===== src/rtl/dma_pkg.sv =====
// Shared types and constants for the DMA descriptor dispatcher.
// Descriptor layout, dispatcher states and default sizing.
package dma_pkg;

  localparam int DMA_ADDR_W = 64;
  localparam int DMA_LEN_W  = 32;
  localparam int DMA_DESCRIPTOR_FIFO_DEPTH = 16;

  typedef struct packed {
    logic [DMA_ADDR_W-1:0] src_addr;
    logic [DMA_ADDR_W-1:0] dest_addr;
    logic [DMA_LEN_W-1:0]  length;
  } t_dma_desc;

  typedef enum logic [1:0] {
    IDLE,
    ISSUE,
    ACTIVE,
    FLUSH
  } t_disp_state;

endpackage


===== src/rtl/dma_desc_fifo.sv =====
// Synchronous descriptor FIFO with single-cycle flush.
// Push while full is accepted only when a pop frees the slot.
module dma_desc_fifo
  import dma_pkg::*;
#(
  parameter int  DEPTH = DMA_DESCRIPTOR_FIFO_DEPTH,
  parameter type T     = t_dma_desc,
  localparam int AW    = $clog2(DEPTH),
  localparam int CW    = $clog2(DEPTH) + 1
) (
  input  logic          clk,
  input  logic          reset_n,
  input  logic          push_i,
  input  T              data_i,
  input  logic          pop_i,
  input  logic          flush_i,
  output T              data_o,
  output logic          full_o,
  output logic          empty_o,
  output logic [CW-1:0] count_o
);

  T              mem_q [DEPTH];
  logic [AW-1:0] wr_q, wr_d;
  logic [AW-1:0] rd_q, rd_d;
  logic [CW-1:0] cnt_q, cnt_d;
  logic          do_push;
  logic          do_pop;

  assign full_o  = (cnt_q == CW'(DEPTH));
  assign empty_o = (cnt_q == '0);
  assign count_o = cnt_q;
  assign data_o  = mem_q[rd_q];

  assign do_pop  = pop_i && !empty_o;
  assign do_push = push_i && (!full_o || do_pop);

  always_comb begin
    wr_d  = wr_q;
    rd_d  = rd_q;
    cnt_d = cnt_q;
    if (flush_i) begin
      wr_d  = '0;
      rd_d  = '0;
      cnt_d = '0;
    end else begin
      if (do_push) wr_d = wr_q + AW'(1);
      if (do_pop)  rd_d = rd_q + AW'(1);
      unique case ({do_push, do_pop})
        2'b10:   cnt_d = cnt_q + CW'(1);
        2'b01:   cnt_d = cnt_q - CW'(1);
        default: cnt_d = cnt_q;
      endcase
    end
  end

  always_ff @(posedge clk) begin
    if (!reset_n) begin
      wr_q  <= '0;
      rd_q  <= '0;
      cnt_q <= '0;
    end else begin
      wr_q  <= wr_d;
      rd_q  <= rd_d;
      cnt_q <= cnt_d;
    end
  end

  always_ff @(posedge clk) begin
    if (do_push && !flush_i) mem_q[wr_q] <= data_i;
  end

endmodule


===== src/rtl/dma_desc_dispatcher.sv =====
// Descriptor dispatcher: queues CSR "go" descriptors and
// hands them one at a time to the DMA engine.
module dma_desc_dispatcher
  import dma_pkg::*;
#(
  parameter int  ADDR_W     = DMA_ADDR_W,
  parameter int  LEN_W      = DMA_LEN_W,
  parameter int  FIFO_DEPTH = DMA_DESCRIPTOR_FIFO_DEPTH,
  localparam int CNT_W      = $clog2(FIFO_DEPTH) + 1
) (
  input  logic              clk,
  input  logic              reset_n,
  input  logic              csr_go,
  input  logic [ADDR_W-1:0] csr_src_addr,
  input  logic [ADDR_W-1:0] csr_dest_addr,
  input  logic [LEN_W-1:0]  csr_length,
  input  logic              ctl_stop,
  input  logic              ctl_reset,
  output logic              desc_valid,
  input  logic              desc_ready,
  output logic [ADDR_W-1:0] desc_src_addr,
  output logic [ADDR_W-1:0] desc_dest_addr,
  output logic [LEN_W-1:0]  desc_length,
  input  logic              eng_done,
  output logic              fifo_full,
  output logic              fifo_empty,
  output logic [CNT_W-1:0]  desc_count,
  output logic              busy,
  output logic              overflow
);

  typedef struct packed {
    logic [ADDR_W-1:0] src_addr;
    logic [ADDR_W-1:0] dest_addr;
    logic [LEN_W-1:0]  length;
  } desc_t;

  t_disp_state state_q, state_d;
  desc_t       out_q, out_d;
  desc_t       head;
  desc_t       push_desc;
  logic        valid_q, valid_d;
  logic        ovf_q, ovf_d;
  logic        pend_q, pend_d;
  logic        push;
  logic        pop;
  logic        flush;

  assign push_desc = '{
    src_addr:  csr_src_addr,
    dest_addr: csr_dest_addr,
    length:    csr_length
  };

  assign push = csr_go && !ctl_reset && (state_q != FLUSH);

  dma_desc_fifo #(
    .DEPTH (FIFO_DEPTH),
    .T     (desc_t)
  ) u_fifo (
    .clk     (clk),
    .reset_n (reset_n),
    .push_i  (push),
    .data_i  (push_desc),
    .pop_i   (pop),
    .flush_i (flush),
    .data_o  (head),
    .full_o  (fifo_full),
    .empty_o (fifo_empty),
    .count_o (desc_count)
  );

  always_comb begin
    state_d = state_q;
    out_d   = out_q;
    valid_d = valid_q;
    ovf_d   = ovf_q;
    pend_d  = pend_q;
    pop     = 1'b0;
    flush   = 1'b0;
    if (ctl_reset) begin
      state_d = FLUSH;
      valid_d = 1'b0;
      ovf_d   = 1'b0;
      flush   = 1'b1;
      // Remember whether the engine still owes a done.
      unique case (state_q)
        ISSUE:   pend_d = valid_q && desc_ready;
        ACTIVE:  pend_d = !eng_done;
        FLUSH:   pend_d = pend_q && !eng_done;
        default: pend_d = 1'b0;
      endcase
    end else begin
      unique case (state_q)
        IDLE: begin
          if (!ctl_stop && !fifo_empty) begin
            pop = 1'b1;
            if (head.length != '0) begin
              out_d   = head;
              valid_d = 1'b1;
              state_d = ISSUE;
            end
          end
        end
        ISSUE: begin
          if (desc_ready) begin
            valid_d = 1'b0;
            state_d = ACTIVE;
          end
        end
        ACTIVE: begin
          if (eng_done) state_d = IDLE;
        end
        FLUSH: begin
          if (!pend_q || eng_done) begin
            pend_d  = 1'b0;
            state_d = IDLE;
          end
        end
        default: state_d = IDLE;
      endcase
      if (push && fifo_full && !pop) ovf_d = 1'b1;
    end
  end

  always_ff @(posedge clk) begin
    if (!reset_n) begin
      state_q <= IDLE;
      out_q   <= '0;
      valid_q <= 1'b0;
      ovf_q   <= 1'b0;
      pend_q  <= 1'b0;
    end else begin
      state_q <= state_d;
      out_q   <= out_d;
      valid_q <= valid_d;
      ovf_q   <= ovf_d;
      pend_q  <= pend_d;
    end
  end

  assign desc_valid     = valid_q;
  assign desc_src_addr  = out_q.src_addr;
  assign desc_dest_addr = out_q.dest_addr;
  assign desc_length    = out_q.length;
  assign overflow       = ovf_q;
  assign busy           = (state_q != IDLE) || !fifo_empty;

endmodule


===== config.mk =====
export PLATFORM = sky130hd
export DESIGN_NAME = dma_desc_dispatcher
export DESIGN_NICKNAME = d
export VERILOG_FILES = /design/src/rtl/dma_pkg.sv /design/src/rtl/dma_desc_fifo.sv /design/src/rtl/dma_desc_dispatcher.sv
export SDC_FILE = /design/constraint.sdc
export NUM_CORES = 2
export LEC_CHECK = 0
export CAP_MARGIN = 20
export CORE_MARGIN = 3
export CORE_UTILIZATION = 29
export DETAILED_ROUTE_END_ITERATION = 12
export PLACE_DENSITY = 0.56
export SYNTH_ARGS = -nofsm -noshare
export SYNTH_HDL_FRONTEND = slang
export SYNTH_SLANG_ARGS = --single-unit

===== constraint.sdc =====
create_clock -name clk -period 22.9 [get_ports clk]
set_input_delay 4.58 -clock clk [delete_from_list [all_inputs] [get_ports clk]]
set_output_delay 4.58 -clock clk [all_outputs]
set_load 0.01 [all_outputs]

==> reports/qor.yml <==
status:
  outcome: "finished, final reports clean"
place:
  dp_hpwl_um: 146000
  portBuffers: 336
  gp_congestion: 0.752
  placed_area_um2: 112000
sta:
  rsz0062_at_grt: "no"
  slew_viol_final: 0
  fin_skew_ns: 0.102
  fmax_mhz: 110
  slew_headroom_pct: 23.1
  worst_slew_pin_slew_ns: 1.15
  hold_violations: 0
  min_period_over_period_pct: 39.8
  fin_tns_setup_ns: 0
  whs_ns: 0.473
  setup_viol: 0
  fin_crit_ns: 9.10
cells_and_area:
  stdcell_area_um2: 121000
  mostFrequentLayoutCells: "edfxtp_1 (2560), mux4_2 (761), clkdlybuf4s50_1 (336)"
  area_growth_syn_to_layout_pct: 17.8
  finish.utilization_pct: 34.5
  seqCellArea_um2: 80500
  final_common_cell: "edfxtp_1"
  multiInputGateArea_um2: 21100
  drive_gt1_share_pct: 25.4
  fillers: 32364
  nets: 4982
clock_tree:
  hold_buffers: 0
  post-cts-setup-buffers: 0
  cts_tree: "yes"
  post_cts_resized: 0
  cts_buffers: 290
  clk_pin_slew_ns: 0.06
  root_buffer: "clkbuf_16"
  cts-htree-levels: 5
  cts.sink_count: 2742
  clkLatencyLatePin_ns: 0.87
  cts_buffer_depth: 4
route:
  wl_per_cell_um: 26.7
  wl_met1_um: 113000
  drt_iter0_markers: 4327
  routed.top_layer: "met5"
  vias: 46667
  via_per_inst: 4.78
  drc_errors: 0
  dr_wl_met2_um: 121000
  first_pass_iters: 7
  wl_met3_um: 20800
  routed_wl_um: 261000
  ant_nets: 0
min_path:
  holdPathStages: 2
  worst_hold_path_type: "reg -> reg"
power:
  power_density_nw_per_um2: 84.4
  p_leak_nw: 37.0
  peakVddDrop_mv: 0.0524
  finalPower_mw: 10.2
floorplanning:
  die_y_um: 601
  core_um2: 351000
  fp.dieW_um: 601
  fp.dieArea_um2: 361000
  rows: 217
  start_util_pct: 29.3
  io_pins: 337
yosys:
  synth.largest_area_cell: "edfxtp_1"
  synthArstFlopShare_pct: 0
  syn-num-nets: 4492
  syn_inst: 4318
  yosysWarnings: 0
  syn-cell-area_um2: 103000
  ys_seq_area_share_pct: 78.4
  synth_seq_cells: 2742
  synth_area_per_cell_um2: 23.8
  ys_types: 57
  synth_ff_type: "edfxtp_1"
  synth-edff-count: 2560
  synth_top_area_share_pct: 74.9
  ys_top_cells_by_area: "edfxtp_1 (75%), mux4_2 (17%), dfxtp_1 (3.5%)"
run:
  maxCapViolations: 0
global_route:
  antenna_found_initial: 76
  grt_max_degree: 142
  grt_pass1_wl_um: 371000
  overflow: 0
  first_global_vias: 48332
  grt_use_total_pct: 14.2
setup_path:
  timing.critical_path.cells: "clkdlybuf4s50_1, or3_1, a21boi_1, buf_4, nand2_1, nor2_4, buf_4, buf_4, buf_4"
  slowest_delay_ns: 0.96
  startpoint: "ctl_stop"
  reg2reg_slack_ns: 14.21
  arrival_ns: 9.51
  worst_path_max_delay_cell: "buf_4"
  cp.required_ns: 23.30
  r2r_end: "desc_src_addr[60]"
  start_kind: "primary input"
  path_common_cell: "buf_4"
  path_max_fanout: 55
  critPathKind: "in -> reg"
  crit_path_end_kind: "flip-flop"
  r2r_cells: 15
  crit_path_end: "u_fifo.mem_q[4][97]"
[synthesized netlist by cell type, types with 3 or more instances]
cell	n
a21oi_1	18
buf_4	18
edfxtp_1	2560
mux4_2	761
a22o_1	14
a31oi_1	5
a22oi_1	25
a211o_1	3
xor2_1	7
buf_6	9
o31ai_1	3
nand2_1	51
a221oi_1	6
buf_1	11
nand3_1	10
mux2_2	7
o22ai_1	3
and2_1	4
ha_1	7
xnor2_1	4
nor2b_1	5
dfxtp_1	182
nand2b_1	5
mux2i_1	166
buf_2	67
nor2_1	186
nor3_1	9
clkbuf_1	124
inv_1	6
nor4_1	4
[registers in the layout (all words and copies together), names as in the netlist, named ones only]
register and cells:
u_fifo.count_o 5, state_q 2, desc_length 32, desc_valid 1
overflow 1, u_fifo.mem_q 2560, desc_dest_addr 64, u_fifo.rd_q 4
u_fifo.wr_q 4, desc_src_addr 64, pend_q 1
[per-stage QoR]
stage / cells / setup slack (ns)
final: 9762 / 13.80
after global routing: 9745 / 13.49
after CTS: 9736 / 13.76
after detailed placement: 9221 / 12.92
after global placement: 9220 / 13.02
after floorplan: 4318 / 5.43
[where the power goes]
group	internal (mW)	switching [mW]	leakage, nW	total, mW
registers	5.50	0.00786	24.5	5.50
logic	0.0814	0.138	8.01	0.219
clock network	2.60	1.88	4.42	4.48
total	8.18	2.03	37.0	10.2
[area by class of cell]
cell class	count	area share, %
clock buffer	381	6.53
tap	4708	4.87
timing repair buffer	427	3.51
sequential	2742	66.6
antenna	23	0.0476
multi-input combinational	1340	17.5
clock inverter	134	0.912
inverter	7	0.0341
[cells by family after synthesis]
family,synth area share (%)
compound gates,0.725
xor+xnor,0.0939
fa+ha+maj,0.0853
buf+inv,1.08
flops,78.4
mux,18.4
simple gates,1.17
[per-layer routing]
layer  vias up  track usage (%)
met4        34             3.41
met5         -                0
met3       405             4.03
li1      19398                -
met1     25354             19.7
met2      1476             21.9
[worst max-delay path: cells and delay by family]
family	cells	cell delay, ns
buffers and inverters	5	3.27
AND/OR/NAND/NOR	3	1.29
AO/OA/AOI/OAI	1	0.23
[how the worst min path moves through the flow]
stage	start	to	slack [ns]
final	desc_length[13]	desc_length[13]	0.47
after global routing	desc_length[13]	desc_length[13]	0.51
after CTS	desc_length[13]	desc_length[13]	0.48
after detailed placement	desc_length[13]	desc_length[13]	0.46
after global placement	desc_length[13]	desc_length[13]	0.46
after floorplan	u_fifo.rd_q[1]	flip-flop	0.47
Power figures use the tool's default switching activity.
